$ cat src/rtl/gate_test_ctrl.sv
// Gate-level functional tester: walks every input vector of a small combinational
// gate, waits a settle time, samples its output and tallies mismatches against a truth table.
module gate_test_ctrl #(
  parameter int N_IN   = 2,
  parameter int SETTLE = 2
) (
  input  logic                 clk,
  input  logic                 rst_n,
  input  logic                 start,
  input  logic                 abort,
  input  logic [2**N_IN-1:0]   tt,
  output logic [N_IN-1:0]      dut_in,
  input  logic                 dut_out,
  output logic                 busy,
  output logic                 done,
  output logic                 pass,
  output logic [N_IN:0]        err_cnt,
  output logic [N_IN-1:0]      first_fail
);

  localparam logic [2:0] S_IDLE   = 3'd0;
  localparam logic [2:0] S_APPLY  = 3'd1;
  localparam logic [2:0] S_WAIT   = 3'd2;
  localparam logic [2:0] S_SAMPLE = 3'd3;
  localparam logic [2:0] S_FINISH = 3'd4;

  localparam logic [N_IN-1:0] LAST_VEC    = '1;
  localparam logic [3:0]      LAST_SETTLE = 4'(SETTLE - 1);

  logic [2:0]          state;
  logic [2**N_IN-1:0]  tt_q;
  logic [N_IN-1:0]     vec;
  logic [3:0]          settle_cnt;
  logic                mismatch;

  always_comb begin
    mismatch = (dut_out != tt_q[vec]);
    busy     = (state != S_IDLE);
    done     = (state == S_FINISH);
  end

  always_ff @(posedge clk or negedge rst_n) begin
    if (!rst_n) begin
      state      <= S_IDLE;
      tt_q       <= '0;
      vec        <= '0;
      settle_cnt <= '0;
      dut_in     <= '0;
      pass       <= 1'b0;
      err_cnt    <= '0;
      first_fail <= '0;
    end else if (abort && (state != S_IDLE)) begin
      // Partial err_cnt/first_fail are kept so a cancelled run can still be inspected
      state      <= S_IDLE;
      vec        <= '0;
      settle_cnt <= '0;
      dut_in     <= '0;
      pass       <= 1'b0;
    end else begin
      case (state)
        S_IDLE: begin
          if (start && !abort) begin
            tt_q       <= tt;
            err_cnt    <= '0;
            pass       <= 1'b0;
            first_fail <= '0;
            vec        <= '0;
            state      <= S_APPLY;
          end
        end
        S_APPLY: begin
          dut_in     <= vec;
          settle_cnt <= '0;
          state      <= S_WAIT;
        end
        S_WAIT: begin
          if (settle_cnt == LAST_SETTLE) begin
            state <= S_SAMPLE;
          end else begin
            settle_cnt <= settle_cnt + 4'd1;
          end
        end
        S_SAMPLE: begin
          if (mismatch) begin
            err_cnt <= err_cnt + (N_IN+1)'(1);
            if (err_cnt == '0) begin
              first_fail <= vec;
            end
          end
          if (vec == LAST_VEC) begin
            dut_in <= '0;
            state  <= S_FINISH;
          end else begin
            vec   <= vec + N_IN'(1);
            state <= S_APPLY;
          end
        end
        S_FINISH: begin
          pass  <= (err_cnt == '0);
          state <= S_IDLE;
        end
        default: begin
          state <= S_IDLE;
        end
      endcase
    end
  end

endmodule

$ cat config.mk
export PLATFORM = sky130hd
export DESIGN_NAME = gate_test_ctrl
export DESIGN_NICKNAME = d
export VERILOG_FILES = /design/src/rtl/gate_test_ctrl.sv
export SDC_FILE = /design/constraint.sdc
export NUM_CORES = 1
export LEC_CHECK = 0
export CAP_MARGIN = 20
export CORE_ASPECT_RATIO = 0.8
export CORE_UTILIZATION = 30
export DETAILED_ROUTE_END_ITERATION = 6
export DONT_BUFFER_PORTS = 1
export GPL_TIMING_DRIVEN = 0
export PLACE_DENSITY = 0.45
export SLEW_MARGIN = 20
export SYNTH_ARGS = -nofsm -noshare
export SYNTH_HDL_FRONTEND = slang
export SYNTH_SLANG_ARGS = --single-unit
$ cat constraint.sdc
create_clock -name clk -period 1.7 [get_ports clk]
set_input_delay 0.255 -clock clk [delete_from_list [all_inputs] [get_ports clk]]
set_output_delay 0.255 -clock clk [all_outputs]
set_load 0.05 [all_outputs]
==> results.md, run 1 <==
* Run status: finished, final reports clean
* Number of violations of the max-capacitance limit at 0
* Drt first pass iters at 3
* Leakage at 0.628 nW
* Number of vias per cell after detailed routing at 5.14
* DRT Wirelength at 2890 µm
* Cell types with the highest counts after synthesis: sky130_fd_sc_hd__dfrtp_1 (21), sky130_fd_sc_hd__mux2i_1 (9), sky130_fd_sc_hd__inv_1 (8), sky130_fd_sc_hd__nand2_1 (7)
* Share of the synthesized area in the top cell type at 41.1%
* Crit path launch type: flop
* Total power divided by cell area at 896 mW/mm²
* Share of the yosys chip area belonging to registers at 41.1%
* Starting utilization of the core area at 32.5%
* Avg Inst Size Synth at 9.91 µm²
* Post-detailed-route count of antenna-violating nets at 0
* R2R cell count at 5
* Final worst slack at 52.9 ps
* # port buffers at 0
* Iteration-0 DRC count of the detailed router at 119
* Post-placement setup slack at -58.3 ps
* Total count of max-transition violations in the final report at 0
* Floorplan die height at 60.4 µm
* Largest net degree at the start of global routing at 22
* Clock latency at the later pin of the worst-skew pair at 270 ps
* Total via count in the routed design at 981
* Post-route DRC violation count at 0
* Warnings from Yosys at 0
* Total die area at 0.00453 mm²
* Maximum VDD drop at 0.436 mV
* Critical Setup Path Class: flop to flop
* Hold Crit Class: input port to flop
* Post-DP HPWL at 2100 µm
* Via count of the first global-routing pass at 952
* Biggest area contributors in the synthesized netlist: sky130_fd_sc_hd__dfrtp_1 (41%), sky130_fd_sc_hd__mux2i_1 (7.0%), sky130_fd_sc_hd__ha_1 (4.9%), sky130_fd_sc_hd__mux2_2 (3.5%), sky130_fd_sc_hd__a21oi_1 (2.3%)
* Most common cell in the synthesized netlist: sky130_fd_sc_hd__dfrtp_1
* Max Fanout on Critical Path at 6
* Slew at the pin with the worst max-slew slack at 523 ps
* Maximum operating frequency at 607 MHz
* Final Hold Fails at 0
* Layout Skew at 2.53 ps
* Number of top-level pins at 19
* Synthesized net count at 143
* Share of final-layout standard cells stronger than drive strength 1 at 24.3%
* Inserted Clock Buffers at 3
* Root cell of the clock tree: sky130_fd_sc_hd__clkbuf_8
* Summed instance area of the synthesized netlist at 0.00128 mm²
* Nature of the critical path endpoint: flop
* Hold-critical path depth at 1
* Remaining global-route overflow at 0
* Period utilisation layout at 96.9%
* Worst endpoint data arrival time at 1800 ps
* Core ar. at 0.00393 mm²
* GRT Util Overall at 14.6%
* Routability congestion estimate at 0.786
* Post-Synthesis Cells at 129
* Post-route non-filler standard cell count at 191
* Total placed instance area at 0.00135 mm²
* Yosys top cell by area: sky130_fd_sc_hd__dfrtp_1
* Instance count after placement with tap cells included at 184
* Maximum root-to-sink buffer count at 2
* Clock transition at the registers of the reported paths at 90 ps
* Row Count at 20
* Most used flip-flop cell after synthesis: sky130_fd_sc_hd__dfrtp_1
* Clk sink count at 21
* CTS HTree Levels at 1
* Die boundary width at 75.0 µm
* Worst hold margin at 130 ps
* Routed wirelength normalized by instance count at 15.1 µm
* Post-synth EDFFs at 0
* TritonCTS clock tree: built
* Post-route cell area at 0.00145 mm²
* Crit path time final at 1650 ps
* Headroom to the max-slew limit at 65.1%
* Number of antenna violations at the first check in global routing at 0
* Share of synthesized registers carrying an async set or reset at 100%
* Unrepaired setup endpoints after global routing: false
* Finish-stage setup viols at 0
* Area growth from synthesis to final layout at 13.4%
* Count of state elements after synthesis at 21
* Unique cell type count in the Yosys netlist at 42
* Number of diodes added for antenna fixing at 0
* CP required at 1860 ps
* Share of the core filled with cells at 36.9%
* Final net count at 151
* First-pass GRT wire length at 4820 µm
-- per-stage QoR --
| stage | power, mW | TNS [ps] |
|---|---|---|
| 6_report | 1.30 | 0 |
| 5_1_grt | 1.37 | 0 |
| 4_1_cts | 1.28 | 0 |
| 3_5_place_dp | 0.915 | -126 |
| 3_3_place_gp | 0.913 | -168 |
| 2_1_floorplan | 0.850 | 0 |
-- sequential cells by signal, summed over array words and instances (netlist names) --
signal,flops
settle_cnt,4
dut_in,2
tt_q,4
pass,1
first_fail,2
err_cnt,3
state,3
vec,2
-- kinds of logic after synthesis --
logic type	Yosys count	synth area share, %
simple gates	43	18.8
fa+ha+maj	5	4.89
compound gates	27	15.9
flops	21	41.1
buf+inv	17	5.97
mux	15	12.7
xor+xnor	1	0.685
-- power by group --
| part | leakage, nW | switching, mW | internal [mW] |
|---|---|---|---|
| sequential | 0.277 | 0.0451 | 0.548 |
| combinational | 0.329 | 0.202 | 0.155 |
| clock | 0.0217 | 0.183 | 0.166 |
| total | 0.628 | 0.430 | 0.869 |
-- metal layers --
metal	global-route usage [%]	up-vias	share of wire [%]
met5	0	-	0
met4	2.43	0	0.52
met3	5.32	2	7.1
met2	21.5	18	44
met1	20.8	484	48
li1	-	477	-
-- final timing paths --
path	startpoint	slack (ps)	to
max reg2reg	settle_cnt[0]	50	settle_cnt[3]
min in group asynchronous	rst_n	470	settle_cnt[3]
min	tt[0]	130	tt_q[0]
max	settle_cnt[0]	50	settle_cnt[3]
min reg2reg	tt_q[1]	520	tt_q[1]
max in group asynchronous	rst_n	870	err_cnt[1]
-- placed cells by master, fill, tap and decap left out, types with 3 or more instances in the layout --
cell / n
sky130_fd_sc_hd__dfrtp_2: 3
sky130_fd_sc_hd__a22oi_1: 3
sky130_fd_sc_hd__clkbuf_8: 3
sky130_fd_sc_hd__nand2_1: 7
sky130_fd_sc_hd__buf_2: 5
sky130_fd_sc_hd__a32o_1: 3
sky130_fd_sc_hd__mux2_2: 4
sky130_fd_sc_hd__dfrtp_1: 18
sky130_fd_sc_hd__nor3_1: 5
sky130_fd_sc_hd__inv_1: 8
sky130_fd_sc_hd__mux2i_1: 9
sky130_fd_sc_hd__nand3_1: 5
sky130_fd_sc_hd__nor2_1: 6
sky130_fd_sc_hd__nor2b_1: 4
sky130_fd_sc_hd__ha_1: 5
sky130_fd_sc_hd__a21oi_1: 4
-- critical path, cell delays in order, from the launching register on --
cell and delay (ps):
sky130_fd_sc_hd__dfrtp_1 450, sky130_fd_sc_hd__ha_1 240, sky130_fd_sc_hd__or3b_4 280, sky130_fd_sc_hd__a21oi_2 60
sky130_fd_sc_hd__o22a_1 230, sky130_fd_sc_hd__o31a_1 280
-- area by class of cell --
type	instances	area, µm²
Timing Repair Buffer	4	30.0
Clock buffer	3	41.3
Fill cell	402	2480
Sequential cell	21	529
Buffer	6	35.0
Clock inverter	1	7.51
Multi-Input combinational cell	91	701
Inverter	10	37.5
Tap cell	55	68.8
-- repair_timing --
item | 4_1_cts | 5_1_grt
gates resized for setup | 4 | 6
hold buffers | 1 | 1
endpoints found under the setup margin | 7 | 11
buffers inserted | 0 | 2
endpoints found under the hold margin | 21 | 21
Note: power is estimated with default switching activity, not from simulation.
==> run 2: changes to the inputs <==
PLACE_DENSITY = 0.44   (was 0.45)
clock period = 1.8 ns   (was 1.7 ns; I/O delays follow)
==> run 2 against run 1 <==
Clock skew rose by 13 ps. Cell count fell by 1.0%. Clock power fell by 9.7%. Via count fell by 1.5%. Critical path depth fell by 2. Design area fell by 2.4%. Critical path type is now flop to output pin. Sequential share of layout area rose by 0.73 points. Global-route usage rose by 0.28 points. Power fell by 8.4%. Utilization fell by 0.89 points. Highest routed layer unchanged. Non-clock buffer count fell by 2. Combinational power fell by 11%.
==> results.md, run 2 (same netlist as run 1, synthesis figures left out) <==
* # port buffers at 0
* Floorplan die height at 60.4 µm
* Root cell of the clock tree: sky130_fd_sc_hd__clkbuf_8
* Total power divided by cell area at 841 mW/mm²
* Number of top-level pins at 19
* Most common cell after layout, fill and taps aside: sky130_fd_sc_hd__dfrtp_1
* Routed wirelength normalized by instance count at 15.6 µm
* Period utilisation layout at 94.2%
* Maximum VDD drop at 0.318 mV
* Share of final-layout standard cells stronger than drive strength 1 at 19.4%
* Maximum operating frequency at 590 MHz
* Critical path endpoint: done
* Clock latency at the later pin of the worst-skew pair at 270 ps
* Drt first pass iters at 4
* Iteration-0 DRC count of the detailed router at 57
* CP required at 1530 ps
* Most frequent cells in the layout: sky130_fd_sc_hd__dfrtp_1 (20), sky130_fd_sc_hd__mux2i_1 (9), sky130_fd_sc_hd__inv_1 (8), sky130_fd_sc_hd__nand2_1 (7)
* Via count of the first global-routing pass at 962
* DRT Wirelength at 2960 µm
* Total via count in the routed design at 966
* Number of diodes added for antenna fixing at 0
* Finish-stage setup viols at 0
* Hold Crit Class: input port to flop
* FF-to-FF setup slack at 130 ps
* Global route hottest layer: met1
* Inserted Clock Buffers at 3
* Final Hold Fails at 0
* R2R Path End: first_fail[0]
* Share of the core filled with cells at 36.0%
* Critical Setup Path Class: flop to output pin
* Total die area at 0.00453 mm²
* First-pass GRT wire length at 4950 µm
* Row Count at 20
* Unrepaired setup endpoints after global routing: false
* Remaining global-route overflow at 0
* Max Fanout on Critical Path at 10
* Number of violations of the max-capacitance limit at 0
* Met1 routing resource usage after global routing at 21.8%
* Maximum root-to-sink buffer count at 2
* Post-route cell area at 0.00142 mm²
* Slew at the pin with the worst max-slew slack at 543 ps
* Reg-to-Reg Start: err_cnt[1]
* Starting utilization of the core area at 32.5%
* Nature of the critical path endpoint: output pin
* Post-DP HPWL at 2090 µm
* Crit path launch type: flop
* Worst setup path start: state[2]
* Routability congestion estimate at 0.718
* Worst hold margin at 162 ps
* Headroom to the max-slew limit at 63.8%
* Worst endpoint data arrival time at 1420 ps
* Clock transition at the registers of the reported paths at 70 ps
* Post-route DRC violation count at 0
* Clk sink count at 21
* R2R cell count at 5
* Met3 usage at 5.48%
* Layout Skew at 15.1 ps
* Die boundary width at 75.0 µm
* GRT Util Overall at 14.9%
* Area growth from synthesis to final layout at 10.7%
* CTS HTree Levels at 1
* Total negative setup slack at 0 ps
* Final net count at 149
* Leakage at 0.625 nW
* Area of the multi-input gates at 686 µm²
* Number of inserted filler cells in the final layout at 415
* Number of vias per cell after detailed routing at 5.11
* Total count of max-transition violations in the final report at 0
* Crit path time final at 1690 ps
* Number of antenna violations at the first check in global routing at 0
* Core ar. at 0.00393 mm²
* Post-detailed-route count of antenna-violating nets at 0
* Total placed instance area at 0.00135 mm²
* M2 GR Usage at 20.7%
* TritonCTS clock tree: built
* Run status: finished, final reports clean
* Largest registers in the final layout: settle_cnt: 4 flops, tt_q: 4 flops
* Flip-flop and latch area at 527 µm²
* Largest net degree at the start of global routing at 22
-- run 2: changes by cell type in the layout (fill, tap and decap cells not counted), sizes merged --
cell,change
buf,-2
clkinv,+1
clkinvlp,-1
-- run 2: repair_timing --
item	in CTS	in global routing
hold endpoints to repair	21	12
setup endpoints to repair	1	7
gates cloned	0	0
buffers inserted	0	0
hold buffers	1	1
resized for setup	1	3
-- run 2: power breakdown --
| part | internal [mW] | total [mW] | switching (mW) |
|---|---|---|---|
| sequential | 0.517 | 0.558 | 0.0413 |
| combinational | 0.136 | 0.317 | 0.181 |
| clock | 0.154 | 0.315 | 0.160 |
| total | 0.807 | 1.19 | 0.383 |
-- run 2: final cells by class --
cell class              count  area share, %
repair buffers              2           1.06
plain buffers               6           2.48
well taps                  55           4.86
clock buffers               3           2.92
clock inverters             1          0.354
flip-flops and latches     21           37.2
multi-input cells          91           48.5
inverters                  10           2.65
-- run 2: layer usage --
metal  vias up  routed length [µm]
met3         2                 177
met5         -                   0
li1        479                   -
met4         0                  14
met1       461                1580
met2        24                1180
-- run 2: worst min-delay path by stage --
stage | startpoint | endpoint | cells after the start
finish | tt[0] | tt_q[0] | 1
global route | tt[3] | tt_q[3] | 1
CTS | tt[0] | tt_q[0] | 1
detailed placement | rst_n | settle_cnt[1] | 0
global placement | rst_n | settle_cnt[1] | 0
floorplan | rst_n | dut_in[0] | 0
-- run 2: critical path: stages (launching register included) --
cell and delay (ps):
sky130_fd_sc_hd__dfrtp_1 420, sky130_fd_sc_hd__buf_6 160, sky130_fd_sc_hd__buf_2 230, sky130_fd_sc_hd__and2_2 360
-- run 2: stage by stage --
stage / setup WS (ps) / cells / total power [mW]
after detailed placement: 48.3 / 184 / 0.860
after global placement: 35.7 / 184 / 0.860
after CTS: 3.33 / 189 / 1.19
after global routing: 12.6 / 189 / 1.27
final: 105 / 189 / 1.19
after floorplan: 205 / 129 / 0.803
